File: config.mk
export PLATFORM = sky130hd
export DESIGN_NAME = twiddle_fft_sequencer
export DESIGN_NICKNAME = d
export VERILOG_FILES = /design/src/rtl/cwt_fft_pkg.sv /design/src/rtl/fft_bfly_index_gen.sv /design/src/rtl/twiddle_fft_sequencer.sv
export SDC_FILE = /design/constraint.sdc
export NUM_CORES = 1
export LEC_CHECK = 0
export CAP_MARGIN = 5
export CORE_MARGIN = 2
export CORE_UTILIZATION = 36
export CTS_CLUSTER_SIZE = 10
export DETAILED_ROUTE_END_ITERATION = 8
export SYNTH_ARGS = -nofsm -noshare
export SYNTH_HDL_FRONTEND = slang
export SYNTH_SLANG_ARGS = --single-unit
export TNS_END_PERCENT = 5
File: constraint.sdc
create_clock -name clk -period 11.9 [get_ports clk]
set_input_delay 2.38 -clock clk [delete_from_list [all_inputs] [get_ports clk]]
set_output_delay 2.38 -clock clk [all_outputs]
set_load 0.005 [all_outputs]
File: src/rtl/cwt_fft_pkg.sv
// Shared constants, FSM state type and twiddle addressing helper for the CWT FFT sequencer.
package cwt_fft_pkg;

    localparam int FFT_LOG2N = 4;
    localparam int FFT_N     = 1 << FFT_LOG2N;
    localparam int STAGE_W   = 3;
    // Twiddle words are signed Q8.8
    localparam int TW_W      = 16;

    typedef enum logic [1:0] {
        IDLE,
        RUN,
        DRAIN,
        DONE
    } seq_state_e;

    // First twiddle ROM entry used by stage s; stages are packed back to back.
    function automatic logic [7:0] stage_base(input logic [STAGE_W-1:0] s);
        return 8'((9'd1 << s) - 9'd1);
    endfunction

endpackage

File: src/rtl/fft_bfly_index_gen.sv
// Combinational map from (stage, butterfly) to operand indices and twiddle ROM address.
module fft_bfly_index_gen
    import cwt_fft_pkg::*;
#(
    parameter int LOG2N  = FFT_LOG2N,
    parameter int ADDR_W = 5
) (
    input  logic [STAGE_W-1:0] stage,
    input  logic [LOG2N-2:0]   cnt,
    output logic [LOG2N-1:0]   idx_a,
    output logic [LOG2N-1:0]   idx_b,
    output logic [ADDR_W-1:0]  rom_addr
);

    logic [LOG2N-1:0] c_ext;
    logic [LOG2N-1:0] half;
    logic [LOG2N-1:0] j;
    logic [LOG2N-1:0] g;

    // Group g spans 2*half points; j is the offset inside the group and picks the twiddle.
    always_comb begin
        c_ext    = {1'b0, cnt};
        half     = LOG2N'(1) << stage;
        j        = c_ext & (half - LOG2N'(1));
        g        = c_ext >> stage;
        idx_a    = (g << (stage + STAGE_W'(1))) | j;
        idx_b    = idx_a | half;
        rom_addr = ADDR_W'(stage_base(stage)) + ADDR_W'(j);
    end

endmodule

File: src/rtl/twiddle_fft_sequencer.sv
// Radix-2 DIT FFT pass sequencer: issues twiddle ROM reads one cycle ahead of butterfly operands.
// Optional abort input is compiled in when TW_SEQ_ABORT_EN is defined.
module twiddle_fft_sequencer
    import cwt_fft_pkg::*;
#(
    parameter int LOG2N     = FFT_LOG2N,
    parameter int ADDR_W    = 5,
    parameter int DRAIN_CYC = 3
) (
    input  logic               clk,
    input  logic               rst_n,
    input  logic               start,
    input  logic               bf_ready,
`ifdef TW_SEQ_ABORT_EN
    input  logic               abort,
`endif
    output logic [ADDR_W-1:0]  rom_addr,
    output logic               bf_valid,
    output logic [LOG2N-1:0]   bf_idx_a,
    output logic [LOG2N-1:0]   bf_idx_b,
    output logic [STAGE_W-1:0] bf_stage,
    output logic               bf_last,
    output logic               busy,
    output logic               done
);

    localparam int CW = LOG2N - 1;
    localparam int DW = (DRAIN_CYC > 1) ? $clog2(DRAIN_CYC) : 1;
    localparam logic [CW-1:0]      C_LAST = '1;
    localparam logic [STAGE_W-1:0] S_LAST = STAGE_W'(LOG2N - 1);

    seq_state_e         state_q, state_d;
    logic [STAGE_W-1:0] stage_q, stage_d;
    logic [CW-1:0]      cnt_q, cnt_d;
    logic [DW-1:0]      drain_q, drain_d;
    logic [ADDR_W-1:0]  rom_addr_q;
    logic               bf_valid_q, bf_valid_d;
    logic [LOG2N-1:0]   bf_idx_a_q, bf_idx_a_d;
    logic [LOG2N-1:0]   bf_idx_b_q, bf_idx_b_d;
    logic [STAGE_W-1:0] bf_stage_q, bf_stage_d;
    logic               bf_last_q, bf_last_d;
    logic               load;
    logic               abort_req;
    logic [LOG2N-1:0]   gen_a, gen_b;
    logic [ADDR_W-1:0]  gen_addr;

`ifdef TW_SEQ_ABORT_EN
    assign abort_req = abort && (state_q != IDLE);
`else
    assign abort_req = 1'b0;
`endif

    fft_bfly_index_gen #(
        .LOG2N  (LOG2N),
        .ADDR_W (ADDR_W)
    ) u_index_gen (
        .stage    (stage_d),
        .cnt      (cnt_d),
        .idx_a    (gen_a),
        .idx_b    (gen_b),
        .rom_addr (gen_addr)
    );

    // 'load' marks the cycle a butterfly's ROM address goes out; its operands appear next cycle.
    always_comb begin
        state_d    = state_q;
        stage_d    = stage_q;
        cnt_d      = cnt_q;
        drain_d    = drain_q;
        bf_valid_d = bf_valid_q;
        load       = 1'b0;

        unique case (state_q)
            IDLE: begin
                if (start) begin
                    state_d = RUN;
                    stage_d = '0;
                    cnt_d   = '0;
                    load    = 1'b1;
                end
            end
            RUN: begin
                if (bf_ready) begin
                    if (cnt_q == C_LAST) begin
                        state_d    = DRAIN;
                        drain_d    = '0;
                        bf_valid_d = 1'b0;
                    end else begin
                        cnt_d = cnt_q + CW'(1);
                        load  = 1'b1;
                    end
                end
            end
            DRAIN: begin
                if (drain_q == DW'(DRAIN_CYC - 1)) begin
                    if (stage_q == S_LAST) begin
                        state_d = DONE;
                    end else begin
                        state_d = RUN;
                        stage_d = stage_q + STAGE_W'(1);
                        cnt_d   = '0;
                        load    = 1'b1;
                    end
                end else begin
                    drain_d = drain_q + DW'(1);
                end
            end
            DONE: begin
                state_d = IDLE;
            end
            default: begin
                state_d = IDLE;
            end
        endcase

        if (load) begin
            bf_valid_d = 1'b1;
        end

        if (abort_req) begin
            state_d    = IDLE;
            stage_d    = stage_q;
            cnt_d      = cnt_q;
            load       = 1'b0;
            bf_valid_d = 1'b0;
        end

        bf_idx_a_d = load ? gen_a : bf_idx_a_q;
        bf_idx_b_d = load ? gen_b : bf_idx_b_q;
        bf_stage_d = load ? stage_d : bf_stage_q;
        bf_last_d  = bf_valid_d ? bf_last_q : 1'b0;
        if (load) begin
            bf_last_d = (stage_d == S_LAST) && (cnt_d == C_LAST);
        end
    end

    // While stalled the previous address is replayed so the ROM output stays put.
    assign rom_addr = load ? gen_addr : rom_addr_q;

    always_ff @(posedge clk or negedge rst_n) begin
        if (!rst_n) begin
            state_q    <= IDLE;
            stage_q    <= '0;
            cnt_q      <= '0;
            drain_q    <= '0;
            rom_addr_q <= '0;
            bf_valid_q <= 1'b0;
            bf_idx_a_q <= '0;
            bf_idx_b_q <= '0;
            bf_stage_q <= '0;
            bf_last_q  <= 1'b0;
        end else begin
            state_q    <= state_d;
            stage_q    <= stage_d;
            cnt_q      <= cnt_d;
            drain_q    <= drain_d;
            rom_addr_q <= rom_addr;
            bf_valid_q <= bf_valid_d;
            bf_idx_a_q <= bf_idx_a_d;
            bf_idx_b_q <= bf_idx_b_d;
            bf_stage_q <= bf_stage_d;
            bf_last_q  <= bf_last_d;
        end
    end

    assign bf_valid = bf_valid_q;
    assign bf_idx_a = bf_idx_a_q;
    assign bf_idx_b = bf_idx_b_q;
    assign bf_stage = bf_stage_q;
    assign bf_last  = bf_last_q;
    assign busy     = (state_q == RUN) || (state_q == DRAIN);
    assign done     = (state_q == DONE);

endmodule

# After elaboration in Yosys (flattened, before gate mapping)
# Cells that the tools add are included.
[op_classes] add_sub_neg=7 reduce_logical=6 shifts=4 n_mux=33 bitwise=3 eq_ne=14
[ops] op="two-way mux 3 bit" count=8
[ops] op="two-way mux 2 bit" count=8
[ops] op="two-way mux 1 bit" count=11
[ops] op="!= test 2 bit (second input constant)" count=5
[ops] op="adder 3 x 1 -> 3 bit (second input constant)" count=3
[ops] op="one-hot mux 3 bit (3 select lines)" count=1
[ops] op="bitwise OR 4 bit" count=2
[ops] op="one-hot mux 2 bit (4 select lines)" count=1
[ops] op="AND reduction 4 bit" count=2
[ops] op="== test 2 bit (second input constant)" count=3
[ops] op="== test 3 x 2 -> 1 bit (second input constant)" count=2
[ops] op="== test 3 bit (second input constant)" count=2
[ops] op="one-hot mux 3 bit (2 select lines)" count=1
[ops] op="adder 5 x 4 -> 5 bit" count=1
[ops] op="two-way mux 5 bit" count=1
[ops] op="left shift 1 x 3 -> 5 bit (first input constant)" count=1
[ops] op="subtractor 5 x 1 -> 5 bit (second input constant)" count=1
[ops] op="bitwise AND 3 x 4 -> 4 bit" count=1
[ops] op="one-hot mux 2 bit (2 select lines)" count=1
[ops] op="left shift 1 x 3 -> 4 bit (first input constant)" count=1
[ops] op="left shift 4 x 3 -> 4 bit" count=1
[ops] op="right shift 3 x 3 -> 4 bit" count=1
[ops] op="subtractor 4 x 1 -> 4 bit (second input constant)" count=1
[ops] op="one-hot mux 1 bit (3 select lines)" count=1
[ops] op="7 further kinds" count=7
[word_totals] regBits=28 elab_cells=77 input_bits=4 out_inout_bits=20

# Depth between registers and ports, before layout
# Gate-level depths: netlist of the first run.
[depth] depth_word=9 mapped_depth=20 mapped_depth_nobuf=19

# Hierarchy
# Synthesis of the first run repeated with hierarchy kept, for this count alone.
[hier_totals] cells_unflattened=180 area_unflattened_um2=1841.8
[modules_own_cells] module="twiddle_fft_sequencer" seq_area_each_um2=700.7 cells_per_inst=123 area_each_um2=1407.6 instances=1
[modules_own_cells] module="fft_bfly_index_gen" seq_area_each_um2=0.0 cells_per_inst=57 area_each_um2=434.2 instances=1

# Least setup slack after synthesis of the first run
# Ideal clock, no wire load.
[synth_timing] path_kind="input-to-output" start="input port start" end="output port rom_addr[4]" required_time_ns=9.520 stages=16 n_path_buf=0 arrival_time_ns=4.827 path_slack_ns=4.693 path_cell_list="mux2_2 -> nand3_1 -> o21ai_0 -> inv_1 -> ha_1 -> nor2_1 -> xnor2_1 -> a21oi_1 -> inv_1 -> ha_1 -> inv_1 -> ha_1 -> a21o_1 -> a21oi_1 -> xor2_1 -> o21ai_0"
[synth_via] elab_chain_cells=7 word_cells_on_any_way=13 cone_classes="add/sub (3); shift (2); mux (7); bitwise (1)"
[synth_rtl] element="start: declaration" line="twiddle_fft_sequencer.sv:12" rtl="input logic start,"
[synth_rtl] element="two-way mux 3 bit *" line="twiddle_fft_sequencer.sv:75" rtl="if (start) begin"
[synth_rtl] element="one-hot mux 3 bit (2 select lines) *" line="twiddle_fft_sequencer.sv:73" rtl="unique case (state_q)"
[synth_rtl] element="named net stage_d[0]" line="twiddle_fft_sequencer.sv:33" rtl="logic [STAGE_W-1:0] stage_q, stage_d;"
[synth_rtl] element="left shift 1 x 3 -> 4 bit" line="fft_bfly_index_gen.sv:23" rtl="half = LOG2N'(1) << stage;"
[synth_rtl] element="subtractor 4 x 1 -> 4 bit" line="fft_bfly_index_gen.sv:24" rtl="j = c_ext & (half - LOG2N'(1));"
[synth_rtl] element="bitwise AND 3 x 4 -> 4 bit" line="fft_bfly_index_gen.sv:24"
[synth_rtl] element="adder 5 x 4 -> 5 bit *" line="fft_bfly_index_gen.sv:28" rtl="rom_addr = ADDR_W'(stage_base(stage)) + ADDR_W'(j);"
[synth_rtl] element="two-way mux 5 bit *" line="twiddle_fft_sequencer.sv:138" rtl="assign rom_addr = load ? gen_addr : rom_addr_q;"
[synth_rtl] element="end: declaration" line="twiddle_fft_sequencer.sv:17" rtl="output logic [ADDR_W-1:0] rom_addr,"
# The timed path passes the listed nets; every way through them passes the cells marked *.

# Worst setup path after layout of the first run
# Ends and elaborated chain as after synthesis.

==> metrics.csv, run 1 <==
stage,metric,value,unit
critical_path,crit_path_end_kind,primary output,
placed_design,io_buffers,23,
clocking,clkTransAtPathRegs,0.09,ns
global_routing,grt-ovfl-total,0,
clocking,cts_tree,yes,
routing,vias,1522,
global_routing,gr-usage-met2,0.257,
routing,drc_errors,0,
floorplanning,num_rows,26,
power,ir_drop,0.124,mV
logic_synthesis,synth-async-reset-ratio,1.00,
logic_synthesis,synth.avg_cell_area,9.01,um2
final_layout,n_antenna_cell,0,
routing,drtPass1Iterations,4,
critical_path,crit_path_start,start,
logic_synthesis,synth-edff-count,0,
final_layout,drive_above_1_share,0.0830,
logic_synthesis,synthesis.nets,227,
floorplanning,chipHeight,75.8,um
floorplanning,dieArea,5750,um2
final_layout,fin_util,0.439,
clocking,clock_sinks,28,
final_layout,nets,251,
critical_path,start_kind,input port,
global_routing,use_met3,0.0238,
sta,hold_viol_final,0,
floorplanning,die_w,75.8,um
sta,fin_skew,0.00715,ns
global_routing,met1_usage,0.201,
logic_synthesis,synth-main-ff-cell,dfrtp_1,
sta,timing.fmax,118,MHz
logic_synthesis,synth-seq-cells,28,
sta,relSlewSlack,0.492,
logic_synthesis,synth_top_area_cell,dfrtp_1,
logic_synthesis,yosysSeqAreaShare,0.377,
critical_path,crit_fanout,4,
clocking,ctsResizeCount,0,
flow_run,max_cap_violations,0,
sta,setup_tns,0,ns
logic_synthesis,synthTopCellsByArea,"dfrtp_1 38%, ha_1 11%, nand2_1 5.3%",
logic_synthesis,syn-cell-area,1860,um2
global_routing,antenna_found_initial,0,
routing,antenna_left,0,
power,p_per_area,275,nW/um2
power,power.share.clock,0.099,
floorplanning,initial_core_util,0.368,
final_layout,syn_to_final_growth,19.2,%
hold_path,hp-start,bf_idx_a[3],
routing,drt-vias-per-instance,5.09,
floorplanning,ios,24,
outcome,outcome,"finished, final reports clean",
critical_path,r2r_start,state_q[0],
critical_path,arrival,6.08,ns
power,switching_power,0.260,mW
clocking,clock_latency,0.28,ns
sta,rsz0062_at_grt,false,
routing,routed_wl,4040,um
power,p_int,0.347,mW
clocking,numCtsBuffers,3,
power,power_switching_share,0.429,
placed_design,dpl_cell_area,2160,um2
global_routing,grt_pass1_wl,6730,um
sta,setup_viol,0,
global_routing,grt_max_degree,29,
logic_synthesis,synthDistinctLibCells,49,
sta,fin_hold_ws,0.484,ns
logic_synthesis,synthesis.instances,206,
global_routing,top_usage_layer,met2,
critical_path,worst_ep_required_time,9.52,ns
placed_design,gp_congestion,0.812,
clocking,cts_hold_buf,0,
clocking,post_cts_buffers,0,
hold_path,hp-class,flip-flop to flip-flop,
routing,drt_iter0_markers,73,
power,power_frac_seq,0.253,
sta,fin_crit_sh,0.711,
logic_synthesis,ys_warn_count,0,
global_routing,grt.total_usage,0.152,
global_routing,grt_pass1_vias,1499,
sta,worstMarginPinSlew,0.757,ns
floorplanning,core,5040,um2
power,combPwrFrac,0.648,
logic_synthesis,synth_top_area_frac,0.377,
clocking,cts_root_buffer,clkbuf_8,
sta,timing.final.crit_period,8.46,ns
placed_design,hpwl,2950,um
power,p_leak,1.01,nW
clocking,cts_htree_levels,1,
clocking,clock_path_buffers,2,
power,total_power,0.608,mW
critical_path,critical_path_class,input port to primary output,
sta,drv_slew,0,
routing,routedWlPerCell,13.5,um
final_layout,finalInstanceArea,2210,um2
cell families (layout without fill, tap and decap cells):
kind of cell / count (synthesis) / in the layout / synth area share
compound gates: 65 / 65 / 0.237
simple gates: 60 / 60 / 0.156
flops: 28 / 28 / 0.377
buf+inv: 26 / 49 / 0.0573
fa+ha+maj: 17 / 17 / 0.119
mux: 6 / 6 / 0.0350
xor+xnor: 4 / 4 / 0.0189
critical path: stages:
cell	delay [ns]
clkdlybuf4s50_1	0.56
mux2_2	0.21
nand3_1	0.07
o21ai_0	0.20
inv_1	0.15
ha_1	0.26
nor2_1	0.12
xnor2_1	0.08
a21oi_1	0.18
inv_1	0.06
ha_1	0.32
inv_1	0.05
ha_1	0.28
a21o_1	0.17
a21oi_1	0.16
xor2_1	0.08
o21ai_0	0.21
clkdlybuf4s50_1	0.54
synthesized netlist by cell type (2+ instances only):
cell type	number
and2_1	3
o211ai_1	3
mux2i_1	4
o22ai_1	2
o21ai_1	2
o21ai_0	16
o21a_1	4
a21oi_1	12
xor2_1	3
nor2b_1	3
a211oi_1	2
a2bb2oi_1	2
clkbuf_1	3
nand2b_1	2
a21o_1	3
dfrtp_1	28
nand3_1	3
nor3_1	5
buf_4	2
inv_1	20
nor2_1	10
or3b_2	2
nand2_1	26
a31oi_1	5
o32a_2	2
ha_1	16
flip-flops by register name, summed over array words and instances, names as in the netlist:
register / cells
drain_q: 2
stage_q: 3
cnt_q: 3
state_q: 2
bf_idx_b: 4
bf_last: 1
bf_stage: 3
rom_addr_q: 5
bf_valid: 1
bf_idx_a: 4
power by group through the flow:
stage	logic [mW]	registers (mW)	clock network, mW
floorplan	0.267	0.150	0
global placement	0.393	0.155	0
detailed placement	0.395	0.155	0
CTS	0.399	0.153	0.0620
global route	0.450	0.158	0.0668
finish	0.394	0.154	0.0602
per-layer routing:
metal / vias to the layer above / share of wire
li1: 780 / -
met1: 717 / 0.51
met2: 21 / 0.46
met3: 4 / 0.030
met4: 0 / 0.0072
met5: - / 0
area by class of cell:
| class | instances | area, um2 |
|---|---|---|
| Multi-Input combinational cell | 152 | 1050 |
| Fill cell | 514 | 2830 |
| Timing Repair Buffer | 25 | 245 |
| Sequential cell | 28 | 701 |
| Clock buffer | 4 | 55.1 |
| Inverter | 20 | 75.1 |
| Tap cell | 70 | 87.6 |
path summary, 6_finish.rpt:
kind | slack, ns | depth (start not counted) | to
hold reg to reg | 0.48 | 2 | bf_idx_a[3]
hold / removal | 0.48 | 2 | bf_idx_a[3]
setup reg to reg | 7.91 | 18 | rom_addr_q[4]
setup / recovery | 3.44 | 18 | rom_addr[4]
max in group asynchronous | 9.15 | 2 | bf_idx_b[2]
min in group asynchronous | 2.47 | 2 | rom_addr_q[2]
per-stage QoR:
stage          instances  setup WS, ns
2_1_floorplan        206          4.69
3_3_place_gp         295          3.50
3_5_place_dp         295          3.42
4_1_cts              299          3.40
5_1_grt              299          3.12
6_report             299          3.44
placed cells by master, fill, tap and decap left out, types with 3 or more instances in the layout:
cell,netlist,routed
clkdlybuf4s50_1,0,23
nor2_1,10,10
nor3_1,5,5
xor2_1,3,3
o21ai_0,16,16
nand2_1,26,26
o21a_1,4,4
ha_1,16,16
inv_1,20,20
dfrtp_1,28,28
nand3_1,3,3
a21o_1,3,3
nor2b_1,3,3
clkbuf_8,0,4
a31oi_1,5,5
a21oi_1,12,12
mux2i_1,4,4
o211ai_1,3,3
and2_1,3,3
Power figures use the tool's default switching activity.
==> run 2, diff against run 1 <==
==> constraint.sdc (replaced) <==
create_clock -name clk -period 8.1 [get_ports clk]
set_input_delay 1.62 -clock clk [delete_from_list [all_inputs] [get_ports clk]]
set_output_delay 1.62 -clock clk [all_outputs]
set_load 0.005 [all_outputs]
==> results of run 2 <==
The final DEF is identical to that of run 1. Status: finished, final reports clean.
Main changes from that run: setup slack after placement 3.42 ns -> 1.14 ns; setup slack after layout 3.44 ns -> 1.16 ns; register-to-register setup slack 7.91 ns -> 4.11 ns; total power 0.608 mW -> 0.893 mW; worst IR drop on VDD 0.124 mV -> 0.182 mV
